**config.mk**
```make
export PLATFORM = sky130hd
export DESIGN_NAME = fifo_push_arbiter
export DESIGN_NICKNAME = d
export VERILOG_FILES = /design/src/rtl/fifo_arb_pkg.sv /design/src/rtl/rr_pick.sv /design/src/rtl/fifo_push_arbiter.sv
export SDC_FILE = /design/constraint.sdc
export NUM_CORES = 1
export LEC_CHECK = 0
export BUFFER_PORTS_ARGS = -buffer_cell sky130_fd_sc_hd__buf_2
export CAP_MARGIN = 20
export CORE_MARGIN = 10
export CORE_UTILIZATION = 30
export CTS_CLUSTER_SIZE = 12
export DETAILED_ROUTE_END_ITERATION = 7
export GPL_TIMING_DRIVEN = 0
export PLACE_DENSITY_LB_ADDON = 0.25
export SLEW_MARGIN = 30
export SYNTH_ARGS = -nofsm -noshare
export SYNTH_HDL_FRONTEND = slang
export SYNTH_SLANG_ARGS = --single-unit
```
**constraint.sdc**
```tcl
create_clock -name i_clk -period 3.3 [get_ports i_clk]
set_input_delay 0 -clock i_clk [delete_from_list [all_inputs] [get_ports i_clk]]
set_output_delay 0 -clock i_clk [all_outputs]
set_load 0.005 [all_outputs]
```
**src/rtl/fifo_arb_pkg.sv**
```systemverilog
// Shared defaults for the FIFO push arbiter and its round-robin picker.
package fifo_arb_pkg;

  localparam int unsigned NUM_REQ_DEF  = 4;
  localparam int unsigned DATA_W_DEF   = 32;
  localparam int unsigned DEPTH_DEF    = 8;
  localparam int unsigned CNT_W_DEF    = 16;
  localparam int unsigned CREDIT_W_DEF = $clog2(DEPTH_DEF + 1);

  typedef logic [CREDIT_W_DEF-1:0] credit_t;

endpackage

```
**src/rtl/rr_pick.sv**
```systemverilog
// Combinational round-robin picker: first eligible index at or after i_ptr, wrapping.
module rr_pick
  import fifo_arb_pkg::*;
#(
  parameter int unsigned NUM_REQ = NUM_REQ_DEF,
  localparam int unsigned IDX_W  = $clog2(NUM_REQ)
) (
  input  logic [NUM_REQ-1:0] i_elig,
  input  logic [IDX_W-1:0]   i_ptr,
  output logic [NUM_REQ-1:0] o_grant,
  output logic [IDX_W-1:0]   o_idx,
  output logic               o_valid
);

  always_comb begin
    o_grant = '0;
    o_idx   = '0;
    o_valid = 1'b0;
    for (int unsigned k = 0; k < NUM_REQ; k++) begin
      logic [IDX_W-1:0] pos;
      pos = IDX_W'((32'(i_ptr) + k) % NUM_REQ);
      if (!o_valid && i_elig[pos]) begin
        o_valid      = 1'b1;
        o_idx        = pos;
        o_grant[pos] = 1'b1;
      end
    end
  end

endmodule

```
**src/rtl/fifo_push_arbiter.sv**
```systemverilog
// Round-robin sharing of one FIFO push port, with a credit counter that mirrors free
// FIFO slots so a registered push can never land in a full FIFO.
module fifo_push_arbiter
  import fifo_arb_pkg::*;
#(
  parameter int unsigned NUM_REQ = NUM_REQ_DEF,
  parameter int unsigned DATA_W  = DATA_W_DEF,
  parameter int unsigned DEPTH   = DEPTH_DEF,
  parameter int unsigned CNT_W   = CNT_W_DEF,
  localparam int unsigned CW     = $clog2(DEPTH + 1),
  localparam int unsigned IW     = $clog2(NUM_REQ)
) (
  input  logic                      i_clk,
  input  logic                      i_rst,
  input  logic                      i_en,
  input  logic [NUM_REQ-1:0]        i_req,
  input  logic [NUM_REQ*DATA_W-1:0] i_req_data,
  output logic [NUM_REQ-1:0]        o_ack,
  output logic                      o_fifo_push,
  output logic [DATA_W-1:0]         o_fifo_wdata,
  input  logic                      i_fifo_pop,
  output logic [CW-1:0]             o_credits,
  output logic [IW-1:0]             o_grant_id,
  output logic [CNT_W-1:0]          o_push_cnt,
  output logic                      o_err
);

  logic [NUM_REQ-1:0] r_ack;
  logic [NUM_REQ-1:0] r_pending;
  logic               r_push;
  logic [DATA_W-1:0]  r_wdata;
  logic [CW-1:0]      r_credits;
  logic [IW-1:0]      r_grant_id;
  logic [IW-1:0]      r_rr_ptr;
  logic [CNT_W-1:0]   r_push_cnt;
  logic               r_err;

  logic [NUM_REQ-1:0] w_elig;
  logic [NUM_REQ-1:0] w_onehot;
  logic [IW-1:0]      w_idx;
  logic               w_valid;
  logic               w_grant;
  logic [IW-1:0]      w_ptr_next;
  logic [DATA_W-1:0]  w_win_data;

  // The just-acked client still shows its stale req for one cycle; mask it out.
  assign w_elig = i_req & ~r_pending;

  rr_pick #(
    .NUM_REQ(NUM_REQ)
  ) u_rr_pick (
    .i_elig (w_elig),
    .i_ptr  (r_rr_ptr),
    .o_grant(w_onehot),
    .o_idx  (w_idx),
    .o_valid(w_valid)
  );

  assign w_grant    = i_en && w_valid && (r_credits != '0);
  assign w_ptr_next = (w_idx == IW'(NUM_REQ - 1)) ? '0 : w_idx + IW'(1);
  assign w_win_data = i_req_data[w_idx*DATA_W +: DATA_W];

  always_ff @(posedge i_clk) begin
    if (i_rst) begin
      r_ack      <= '0;
      r_pending  <= '0;
      r_push     <= 1'b0;
      r_wdata    <= '0;
      r_credits  <= CW'(DEPTH);
      r_grant_id <= '0;
      r_rr_ptr   <= '0;
      r_push_cnt <= '0;
      r_err      <= 1'b0;
    end else begin
      r_push    <= w_grant;
      r_ack     <= w_grant ? w_onehot : '0;
      r_pending <= w_grant ? w_onehot : '0;
      if (w_grant) begin
        r_wdata    <= w_win_data;
        r_grant_id <= w_idx;
        r_rr_ptr   <= w_ptr_next;
        r_push_cnt <= r_push_cnt + CNT_W'(1);
      end
      // A grant and a pop together cancel out.
      if (w_grant && !i_fifo_pop) begin
        r_credits <= r_credits - CW'(1);
      end else if (!w_grant && i_fifo_pop) begin
        if (r_credits == CW'(DEPTH)) begin
          r_err <= 1'b1;
        end else begin
          r_credits <= r_credits + CW'(1);
        end
      end
    end
  end

  assign o_ack        = r_ack;
  assign o_fifo_push  = r_push;
  assign o_fifo_wdata = r_wdata;
  assign o_credits    = r_credits;
  assign o_grant_id   = r_grant_id;
  assign o_push_cnt   = r_push_cnt;
  assign o_err        = r_err;

endmodule
```
After elaboration in Yosys (flattened, before gate mapping):

Index checks and enable logic that the tools add are counted.

* bits in registers: 62
* output and inout port bits: 60
* word-level logic and storage cells: 87

* add/subtract/negate cells: 7
* magnitude comparators: 8
* eq/ne operators: 3
* shift operators: 1
* multiplexer cells: 32
* bitwise operators: 7
* reduce and logical (&&, ||, !) cells: 21

Operators by type and width (number)
* variable part select 128 x 8 -> 32 bit: 1
* two-way mux 4 bit: 7
* adder 16 x 1 -> 16 bit, second input constant: 1
* < comparator 2 x 3 -> 1 bit, second input constant: 4
* two-way mux 1 bit: 12
* OR 4 bit: 3
* logical AND 1 bit: 11
* two-way mux 2 bit: 5
* binary-select mux 1 bit (select 2 bit): 4
* demux 1 bit (select 2 bit): 4
* greater-or-equal comparator 2 x 1 -> 1 bit, second input constant: 4
* zero test 1 bit: 5
* adder 2 x 1 -> 2 bit, second input constant: 2
* adder 2 bit, second input constant: 2
* adder 4 x 1 -> 4 bit, second input constant: 1
* AND 4 bit: 1
* == test 4 bit, second input constant: 1
* NOT 4 bit: 1
* nonzero test 4 bit: 1
* subtractor 4 x 1 -> 4 bit, second input constant: 1
* AND reduction 3 bit: 1
* == test 2 bit, second input constant: 1
* inequality test 2 bit, second input constant: 1
* NOT 1 bit: 2
* 3 further kinds: 3

Depth between registers and ports, before layout:

Gate-level depths: netlist of the first run.

* word-level depth: 20
* depth in mapped cells: 13

Hierarchy:

Synthesis of the first run repeated with hierarchy kept, for this count alone.

* cells, all modules: 384
* area total of the unflattened synthesis: 3677.3 µm²

Modules (own cells, without submodules)
* fifo_push_arbiter: instances 1, cells an instance 339, area an instance 3258.1 µm²
* rr_pick: instances 1, cells an instance 45, area an instance 419.2 µm²

Least setup slack after synthesis of the first run:

Ideal clock, no wire load.

* kind: reg2reg
* from: register r_pending[2]
* to: register r_credits[3] (netlist: o_credits[3])
* data arrival time: 2.535 ns
* setup slack: 0.633 ns
* stages on the path, launching flop included: 13
* period minus slack after synthesis: 2.667 ns
* cell sequence: dfxtp_1 nand2b_1 a41oi_1 nand2_1 inv_1 clkbuf_1 ha_1 ha_1 a21o_1 a21oi_1 xnor2_1 and3_1 o21ai_0

* cells in the longest elaborated chain, start to end: 20
* elaborated cells between the ends (all ways): 29

Ends and longest elaborated chain
* from (decl): line fifo_push_arbiter.sv:29 `logic [NUM_REQ-1:0] r_pending;`
* from (signal assigned): line fifo_push_arbiter.sv:77 `r_pending <= w_grant ? w_onehot : '0;`
* NOT 4 bit (*): line fifo_push_arbiter.sv:47 `assign w_elig = i_req & ~r_pending;`
* AND 4 bit (*): line fifo_push_arbiter.sv:47
* binary-select mux 1 bit (select 2 bit): line rr_pick.sv:22 `if (!o_valid && i_elig[pos]) begin`
* two-way mux 1 bit (implied by the code): line rr_pick.sv:22
* two-way mux 1 bit: line rr_pick.sv:22
* zero test 1 bit: line rr_pick.sv:22
* logical AND 1 bit: line rr_pick.sv:22
* two-way mux 1 bit: line rr_pick.sv:22
* (+4 left out)
* logical AND 1 bit: line rr_pick.sv:22
* two-way mux 1 bit (*): line rr_pick.sv:22
* logical AND 1 bit (*) (2 in series): line fifo_push_arbiter.sv:59 `assign w_grant = i_en && w_valid && (r_credits != '0);`
* via w_grant: line fifo_push_arbiter.sv:42 `logic w_grant;`
* zero test 1 bit: line fifo_push_arbiter.sv:87 `end else if (!w_grant && i_fifo_pop) begin`
* logical AND 1 bit: line fifo_push_arbiter.sv:87
* nonzero test 2 bit (no line)
* AND reduction 2 bit (no line)
* to (signal assigned): line fifo_push_arbiter.sv:69 `r_credits <= CW'(DEPTH);`
* to (signal assigned): line fifo_push_arbiter.sv:86 `r_credits <= r_credits - CW'(1);`
* to (signal assigned): line fifo_push_arbiter.sv:91 `r_credits <= r_credits + CW'(1);`
* to (decl): line fifo_push_arbiter.sv:32 `logic [CW-1:0] r_credits;`

The timed path passes the listed nets; every way through them passes the cells marked *. The select of a mux whose other input is x is not followed.
A chain may end at the register's enable or synchronous reset.

Worst setup path in the final report of the first run:

* from: register r_rr_ptr[1]
* to: register r_wdata[9] (netlist: o_fifo_wdata[9])

* cells in the longest elaborated chain, start to end: 14
* elaborated cells between the ends (all ways): 28

Ends and longest elaborated chain
* from (decl): line fifo_push_arbiter.sv:34 `logic [IW-1:0] r_rr_ptr;`
* from (signal assigned): line fifo_push_arbiter.sv:81 `r_rr_ptr <= w_ptr_next;`
* parallel branches: the longest is 14 deep, another holds adder 2 x 1 -> 2 bit
* to (signal assigned): line fifo_push_arbiter.sv:79 `r_wdata <= w_win_data;`
* to (decl): line fifo_push_arbiter.sv:31 `logic [DATA_W-1:0] r_wdata;`

Several ways; the timed one is not identified. The select of a mux whose other input is x is not followed.

==> results of run 1 <==
-- power by group --
| group | switching, mW | leakage [nW] | internal, mW | total, mW |
|---|---|---|---|---|
| Sequential | 0.155 | 0.509 | 0.979 | 1.13 |
| Clock | 0.357 | 0.134 | 0.581 | 0.938 |
| Combinational | 1.67 | 2.21 | 1.25 | 2.93 |
| Total | 2.19 | 2.86 | 2.81 | 5.00 |
-- sequential cells by signal (all words and copies together) (netlist names) --
name / cells
o_fifo_wdata: 32
o_push_cnt: 16
o_credits: 4
r_pending: 4
o_grant_id: 2
r_rr_ptr: 2
o_err: 1
o_fifo_push: 1
-- layout make-up --
type | count | area, um2
plain buffers | 43 | 224
clock buffers | 10 | 229
clock inverters | 6 | 62.6
fillers | 1431 | 7610
inverters | 44 | 168
multi-input cells | 358 | 2550
flip-flops and latches | 62 | 1240
well taps | 180 | 225
repair buffers | 243 | 1460
-- layer usage --
layer  vias to the layer above  wire length, um
li1                       2345                -
met1                      2234             6980
met2                       157             8630
met3                        25             1280
met4                         0              276
met5                         -                0
-- critical path, stage by stage, from the launching register on --
cell and delay [ns]:
dfxtp_2 0.41, inv_1 0.12, ha_1 0.42, mux4_2 0.38
o211a_1 0.24, a21o_1 0.17, buf_6 0.15, inv_4 0.11
mux2i_1 0.21, dlygate4sd3_1 0.57, o211ai_1 0.07
-- logic make-up (layout without fill, tap and decap cells) --
group / count (synthesis) / in the layout / share of synthesized area (%)
fa+ha+maj: 11 / 11 / 3.48
xor+xnor: 16 / 16 / 3.36
buf+inv: 87 / 346 / 9.30
mux: 43 / 43 / 11.9
compound gates: 145 / 145 / 26.5
flops: 62 / 62 / 29.8
simple gates: 143 / 143 / 15.6
-- worst max-delay path by stage --
stage / slack [ns] / from / depth (start not counted) / endpoint
after detailed placement: -0.25 / r_rr_ptr[1]$_SDFFE_PP0P_ / 10 / o_fifo_wdata[22]$_SDFFE_PP0P_
after global placement: -0.21 / r_rr_ptr[1]$_SDFFE_PP0P_ / 10 / o_fifo_wdata[14]$_SDFFE_PP0P_
final: 0.32 / r_rr_ptr[1]$_SDFFE_PP0P_ / 10 / o_fifo_wdata[9]$_SDFFE_PP0P_
after global routing: 0.02 / r_pending[2]$_SDFF_PP0_ / 12 / o_credits[3]$_SDFFE_PP1P_
after floorplan: 0.63 / r_pending[2]$_SDFF_PP0_ / 12 / o_credits[3]$_SDFFE_PP1P_
after CTS: 0.006 / r_rr_ptr[1]$_SDFFE_PP0P_ / 13 / r_rr_ptr[0]$_SDFFE_PP0P_
-- per-stage QoR --
stage	utilization, %	cell area [um2]	hold slack, ns
4_1_cts	44.6	6150	0.000164
2_1_floorplan	-	4170	0.179
6_report	44.7	6160	0.00392
3_5_place_dp	39.0	5370	0.292
5_1_grt	44.7	6160	0.00591
3_3_place_gp	39.0	5370	0.288
-- cell usage after synthesis (5+ instances only) --
cell type / count / area (um2)
a211oi_1: 66 / 495
nor4_1: 5 / 31.3
o21ai_0: 17 / 85.1
clkbuf_1: 29 / 109
buf_6: 6 / 67.6
nor3_1: 6 / 30.0
o31ai_1: 8 / 60.1
nand3_1: 6 / 30.0
nand2_1: 65 / 244
a21oi_1: 15 / 75.1
nor2b_1: 5 / 31.3
o211ai_1: 14 / 105
dfxtp_1: 62 / 1240
nand2b_1: 6 / 37.5
and3_1: 16 / 100
ha_1: 10 / 125
xnor2_1: 13 / 114
buf_2: 5 / 25.0
nor2_1: 26 / 97.6
mux2_2: 7 / 78.8
a311oi_2: 11 / 165
mux2i_1: 29 / 290
inv_1: 43 / 161
-- what timing repair did --
item / 4_1_cts / 5_1_grt
hold buffers: 49 / 0
setup endpoints to repair: 11 / 34
resized for setup: 2 / 5
buffers inserted: 0 / 0
endpoints found under the hold margin: 27 / 0
pin swaps: 0 / 0
-- cells in the final DEF, fill, tap and decap left out, drive strengths merged, types with 2 or more instances in the layout --
master and n:
inv 44, dlygate4sd3 49, xnor2 13, nand4 4, mux4 3, o211ai 14
a211oi 66, or3 3, nor2 26, nor3 6, o21ai 17, clkbuf 39
dfxtp 62, a21oi 15, a311oi 11, nand3 6, clkinvlp 3, ha 10
nor2b 5, and3 16, buf 208, clkinv 2, a222oi 4, mux2 11
a21o 2, o31ai 8, nand2b 6, nor4 5, mux2i 29, nand2 65
a31oi 2, xor2 3
==> impl_metrics.ini, run 1 <==
[setup_path]
r2r-start = r_rr_ptr[1]$_SDFFE_PP0P_
setup.worst_path.start_class = flip-flop
r2r-end = o_fifo_wdata[9]$_SDFFE_PP0P_
r2r_cells = 10
crit_type = flip-flop to flip-flop
crit_path_max_fanout = 9
endpoint_kind = flip-flop
required_ns = 3.51
ff2ff_setup_slack_ns = 0.32
cp.arrival_ns = 3.19

[status]
outcome = complete, no violations

[synthesis]
async_reset_ff_share_pct = 0
yosysWarnings = 0
ys_seq_area_share_pct = 29.8
yosysUniqueCellTypes = 42
synth.cell_area_mm2 = 0.00417
synth-edff-count = 0
syn_inst = 507
synth-seq-cells = 62
synth_nets = 654
ys.flop_type = dfxtp_1
postSynthAreaPerCell_um2 = 8.22

[detailed_routing]
drt-initial-drc-count = 228
ant_nets = 0
vias = 4761
via_per_inst = 5.03
drt_wl_total_mm = 17.2
wire_per_inst_um = 18.1
drc = 0
dr.pass1.iters = 4

[timing]
finalSetupTns_ns = 0
finalSetupViolCount = 0
slew_headroom_pct = 51.7
fmax_mhz = 336
tightestPinTransition_ns = 0.722
finalHoldViolCount = 0
rsz0062_at_grt = false
fin_ws_ns = 0.321
period_share_pct = 90.3
drv_slew = 0
fin_skew_ns = 0.00767
min_period_ns = 2.98

[global_route]
grt_pass1_wl_mm = 26.3
grt_usage_pct = 17.5
grt_util_met2_pct = 31.2
grt_antenna_before_repair = 0
grt_pass1_vias = 5174
met1_usage_pct = 19.1
use_met3_pct = 6.20
busiest_layer = met2
grt-ovfl-total = 0
grt_start_max_net_pins = 12

[floorplanning]
dieArea_mm2 = 0.0190
start_util_pct = 30.3
die_w_um = 138
io_pins = 196
die_y_um = 138
core_area_mm2 = 0.0138
fp-row-count = 43

[clocking]
root_buffer = clkbuf_16
clkSinkCount = 62
clk_latency_ns = 0.34
cts_tree = done
clock_path_buffers = 2
h-tree-depth = 3
cts_buffers = 9
clk_pin_slew_worst_paths_ns = 0.05

[final_layout]
drive_gt1_share_pct = 33.0
area_delta_synth_final_pct = 47.8
final_cells = 946
antennaDiodeCount = 0
final_nets = 908

[worst_hold_path]
min_delay_path_depth = 3
min_to = o_fifo_wdata[16]$_SDFFE_PP0P_
min_path_type = input port to flip-flop
min_from = i_req_data[112]

[placement]
hpwlAfterDp_mm = 12.9
gp_congestion = 0.873
port_buffers = 194
dp.cells = 881
dp_slack_ns = -0.251

[power_and_ir_drop]
finalPower_mw = 5.00
p_leak_nw = 2.86
power.density_mw_per_mm2 = 812
peakVddDrop_mv = 0.374

[flow_run]
max_cap_violations = 0
Note: power is estimated with default switching activity, not from simulation.
==> inputs of run 2 (changes only) <==
- CORE_UTILIZATION: 30 -> 37
- CTS_BUF_LIST: unset -> sky130_fd_sc_hd__clkbuf_8
- MAX_ROUTING_LAYER: unset -> met4
==> impl_metrics.ini, run 2 (synthesized netlist as in run 1, its figures left out) <==
[power_and_ir_drop]
p_seq_share_pct = 23.1
switching_power_mw = 2.21
intPower_mw = 2.67
p_comb_share_pct = 61.3
switching_share_pct = 45.3
power.density_mw_per_mm2 = 800
clkPwrFrac_pct = 15.6
peakVddDrop_mv = 0.330
p_leak_nw = 2.86

[clocking]
cts_setup_buffers = 0
h-tree-depth = 3
cts_buffers = 9
clk_pin_slew_worst_paths_ns = 0.07
clock_path_buffers = 2
cts_tree = done
clk_latency_ns = 0.36
root_buffer = clkbuf_8
clkSinkCount = 62

[placement]
port_buffers = 194
dp.cells = 841
hpwlAfterDp_mm = 12.7
gp_congestion = 0.850

[detailed_routing]
via_per_inst = 5.43
ant_nets = 0
dr.pass1.iters = 5
wire_per_inst_um = 19.0
vias = 4959
drc = 0
drt-initial-drc-count = 321
drt_wl_total_mm = 17.4

[final_layout]
final_nets = 912
n_fill_cell = 1024
final_common_cell = buf_2
final_cells = 914
largest_reg_flops = 32
drive_gt1_share_pct = 33.5
area_delta_synth_final_pct = 46.1
final_cell_mix = 200 x buf_2, 66 x a211oi_1, 64 x nand2_1

[setup_path]
worstSetupStartpoint = r_pending[2]$_SDFF_PP0_
setup.worst_path.start_class = flip-flop
ff2ff_setup_slack_ns = 0.28
cp.arrival_ns = 3.23
required_ns = 3.51
r2r-start = r_pending[2]$_SDFF_PP0_
endpoint_kind = flip-flop
r2r-end = o_credits[3]$_SDFFE_PP1P_
crit_type = flip-flop to flip-flop
endpoint = o_credits[3]$_SDFFE_PP1P_
r2r_cells = 12
crit_path_max_fanout = 10

[timing]
period_share_pct = 91.5
finalSetupViolCount = 0
rsz0062_at_grt = false
tightestPinTransition_ns = 0.801
drv_slew = 0
holdWs_ns = 0.00829
min_period_ns = 3.02
fmax_mhz = 331
fin_skew_ns = 0.0177
slew_headroom_pct = 46.4
finalHoldViolCount = 0

[floorplanning]
io_pins = 196
core_area_mm2 = 0.0109
fp-row-count = 38
dieArea_mm2 = 0.0159
die_w_um = 126
die_y_um = 126
start_util_pct = 38.1

[worst_hold_path]
min_path_type = input port to flip-flop

[global_route]
grt-ovfl-total = 0
grt_usage_pct = 21.3
grt_pass1_vias = 5335
grt_pass1_wl_mm = 27.1
grt_start_max_net_pins = 12
grt_antenna_before_repair = 4

[flow_run]
max_cap_violations = 0

[status]
outcome = complete, no violations
[run 2: cell types whose count changed in the layout (fill, tap and decap cells not counted), moves of 2 or more]
cell	before	now
clkbuf_16	9	0
clkbuf_8	0	9
clkbuf_1	28	23
clkbuf_2	2	6
diode_2	0	4
dlygate4sd3_1	49	53
clkinvlp_4	3	1
[run 2: routing by layer]
layer | global-route usage, % | vias up | share of wire, %
met4 | 10.7 | 0 | 3.3
met5 | - | - | 0
met2 | 35.3 | 222 | 49
li1 | - | 2360 | -
met1 | 23.1 | 2324 | 41
met3 | 5.79 | 53 | 6.9
[run 2: how the worst min path moves through the flow]
stage	depth (start not counted)	slack [ns]	from	to
6_report	3	0.008	i_req_data[51]	o_fifo_wdata[19]$_SDFFE_PP0P_
5_1_grt	3	0.02	i_req_data[52]	o_fifo_wdata[20]$_SDFFE_PP0P_
4_1_cts	3	0.002	i_req_data[51]	o_fifo_wdata[19]$_SDFFE_PP0P_
3_5_place_dp	3	0.30	i_req_data[67]	o_fifo_wdata[3]$_SDFFE_PP0P_
3_3_place_gp	3	0.29	i_req_data[76]	o_fifo_wdata[12]$_SDFFE_PP0P_
2_1_floorplan	2	0.18	i_req_data[86]	o_fifo_wdata[22]$_SDFFE_PP0P_
[run 2: metrics by stage]
step	setup WS [ns]	area, um2	power (mW)	util, %	setup TNS (ns)
after floorplan	0.633	4170	3.09	-	0
after global placement	-0.0659	5320	3.89	48.6	-0.571
after detailed placement	-0.239	5320	3.98	48.6	-2.29
after CTS	0.0648	6060	4.84	55.4	0
after global routing	0.105	6090	5.20	55.7	0
final	0.279	6090	4.87	55.7	0
[run 2: worst max-delay path, cell delays in order, from the launching register on]
cell,delay [ns]
dfxtp_1,0.32
nand2b_1,0.22
a41oi_2,0.38
nand2_1,0.19
inv_1,0.15
clkbuf_2,0.29
ha_1,0.31
ha_1,0.26
a21o_1,0.17
a21oi_1,0.18
xnor2_1,0.16
and3_1,0.17
o21ai_0,0.07
[run 2: final cells by class]
type	instances	area [um2]	share of cell area (%)
Multi-Input combinational cell	358	2550	41.9
Timing Repair Buffer	247	1500	24.7
Sequential cell	62	1240	20.4
Buffer	43	229	3.76
Tap cell	140	175	2.88
Inverter	44	168	2.75
Clock buffer	9	124	2.03
Clock inverter	7	90.1	1.48
Antenna cell	4	10.0	0.164
[run 2: timing repair]
action	in CTS	in global routing
endpoints found under the hold margin	30	0
hold buffers	53	0
pin swaps	0	0
resized for setup	3	13
endpoints found under the setup margin	12	20
[run 2: power groups by stage]
stage | combinational [mW] | sequential (mW) | clock (mW)
4_1_cts | 2.95 | 1.12 | 0.771
3_3_place_gp | 2.76 | 1.13 | 0
2_1_floorplan | 1.95 | 1.14 | 0
5_1_grt | 3.25 | 1.15 | 0.799
6_report | 2.99 | 1.13 | 0.761
3_5_place_dp | 2.85 | 1.13 | 0
==> inputs of run 3 (changes only) <==
- ABC_AREA: unset -> 1
- SYNTH_HIERARCHICAL: unset -> 1
==> impl_metrics.ini, run 3 <==
[clocking]
clkSinkCount = 62
clock_path_buffers = 2
h-tree-depth = 3
cts_buffers = 9
cts_tree = done
clk_latency_ns = 0.35
root_buffer = clkbuf_8
clk_pin_slew_worst_paths_ns = 0.08

[flow_run]
max_cap_violations = 0

[worst_hold_path]
min_path_type = input port to flip-flop

[synthesis]
synth.area.top_cells = dfxtp_1 31%, nor2_1 19%, o21ai_0 15%, nand2_1 5.6%, inv_1 4.3%
syn_inst = 649
yosys-top-cells-count = 209 x nor2_1, 119 x o21ai_0, 62 x dfxtp_1
synth_top_cell_area_share_pct = 30.8
synth_most_common_cell = nor2_1
synth.cell_area_mm2 = 0.00403
ys.flop_type = dfxtp_1
synth-edff-count = 0
async_reset_ff_share_pct = 0
ys_seq_area_share_pct = 30.8
yosysWarnings = 6
synth-seq-cells = 62
yosysUniqueCellTypes = 29
synth_nets = 796
synth_top_area_cell = dfxtp_1
postSynthAreaPerCell_um2 = 6.20

[final_layout]
fin_util_pct = 51.9
area_delta_synth_final_pct = 38.6
fin_area_mm2 = 0.00558
antennaDiodeCount = 0
final_common_cell = nor2_1
final_nets = 1020
largest_reg_flops = 32
final_cell_mix = 209 x nor2_1, 207 x buf_2, 119 x o21ai_0
drive_gt1_share_pct = 30.0

[setup_path]
required_ns = 3.55
crit_path_max_fanout = 11
setup.worst_path.start_class = flip-flop
cp.arrival_ns = 3.27
endpoint_kind = flip-flop
crit_type = flip-flop to flip-flop

[power_and_ir_drop]
peakVddDrop_mv = 1.02
p_leak_nw = 2.79
power.density_mw_per_mm2 = 1180

[floorplanning]
die_w_um = 124
dieArea_mm2 = 0.0155
start_util_pct = 37.5
io_pins = 196
core_area_mm2 = 0.0107
fp-row-count = 38
die_y_um = 124

[timing]
fmax_mhz = 331
min_period_ns = 3.02
slew_headroom_pct = 68.1
fin_skew_ns = 0.00796
finalHoldViolCount = 0
drv_slew = 0
period_share_pct = 91.5
finalSetupViolCount = 0
fin_ws_ns = 0.280
tightestPinTransition_ns = 0.478
rsz0062_at_grt = false

[detailed_routing]
ant_nets = 0
drt_wl_total_mm = 14.8
drc = 0
vias = 4876
dr.pass1.iters = 4
via_per_inst = 4.79
drt-initial-drc-count = 225
wire_per_inst_um = 14.6

[global_route]
grt_start_max_net_pins = 13
grt_usage_pct = 18.8
grt_pass1_wl_mm = 23.6
grt_pass1_vias = 4866
grt_antenna_before_repair = 0
grt-ovfl-total = 0

[placement]
gp_congestion = 0.908
port_buffers = 194
dp_slack_ns = -0.0765
dpl_cell_area_mm2 = 0.00517
hpwlAfterDp_mm = 11.7

[status]
outcome = complete, no violations
## run 3: cells by family after synthesis
logic type / synth area share (%)
and+or+nand+nor: 34.1
DFF: 30.8
buffers and inverters: 9.92
xor gates and xnor gates: 0.871
adders and majority gates: 3.42
AOI/OAI and AO/OA: 20.8
## run 3: area by class of cell
cell class                      instances  area, um2
Tap cell                              140        175
Clock buffer                            9        124
Sequential cell                        62       1250
Clock inverter                          7       73.8
Timing Repair Buffer                  213       1160
Buffer                                 36        216
Fill cell                            1180       5160
Inverter                               48        189
Multi-Input combinational cell        503       2400
## run 3: final timing paths
check / slack [ns] / depth (start not counted) / start / to
hold reg to reg: 0.47 / 2 / o_err$_SDFFE_PP0P_ / o_err$_SDFFE_PP0P_
setup reg to reg: 0.28 / 22 / r_rr_ptr[1]$_SDFFE_PP0N_ / o_credits[2]$_SDFFE_PP0P_
hold / removal: 0.01 / 5 / i_req_data[60] / o_fifo_wdata[28]$_SDFFE_PP0N_
setup / recovery: 0.28 / 22 / r_rr_ptr[1]$_SDFFE_PP0N_ / o_credits[2]$_SDFFE_PP0P_
## run 3: where the power goes
| part | leakage [nW] | internal, mW | total [mW] | switching, mW |
|---|---|---|---|---|
| logic | 2.18 | 1.72 | 4.73 | 3.01 |
| clock network | 0.0996 | 0.351 | 0.681 | 0.331 |
| registers | 0.512 | 1.00 | 1.17 | 0.170 |
## run 3: what timing repair did
| action | CTS | global route |
|---|---|---|
| buffers inserted | 0 | 2 |
| gates resized for setup | 2 | 7 |
| pin swaps | 0 | 1 |
| setup endpoints to repair | 2 | 3 |
| hold buffers | 17 | 0 |
| hold endpoints to repair | 22 | 0 |
## run 3: layer usage
metal / vias to the layer above / global-route usage (%) / part of all wire [%]
li1: 2554 / - / -
met1: 2135 / 20.9 / 42
met2: 170 / 31.9 / 50
met3: 17 / 5.15 / 6.2
met4: 0 / 5.76 / 1.6
met5: - / - / 0
## run 3: critical path: stages (launching register included)
cell and delay (ns):
dfxtp_4 0.41, clkinvlp_4 0.14, ha_4 0.31, inv_1 0.07, nand2_1 0.09, nand2_2 0.07, nor2_4 0.13, buf_6 0.15
nand4_1 0.09, nand2_1 0.09, inv_2 0.07, nand2_8 0.12, inv_4 0.08, buf_6 0.15, ha_1 0.22, nand2_1 0.08
inv_1 0.04, nor2_1 0.12, ha_1 0.16, a21oi_1 0.05, xnor2_1 0.14, nor2_1 0.10, nor2_1 0.05
## run 3: metrics by stage
stage / TNS (ns) / total power [mW] / cells / hold WS, ns
6_report: 0 / 6.59 / 1018 / 0.0135
5_1_grt: 0 / 7.32 / 1018 / 0.0317
4_1_cts: 0 / 6.57 / 1016 / 0.0000783
3_5_place_dp: -0.112 / 5.85 / 983 / 0.314
3_3_place_gp: -0.103 / 5.83 / 983 / 0.309
2_1_floorplan: 0 / 4.46 / 649 / 0.238
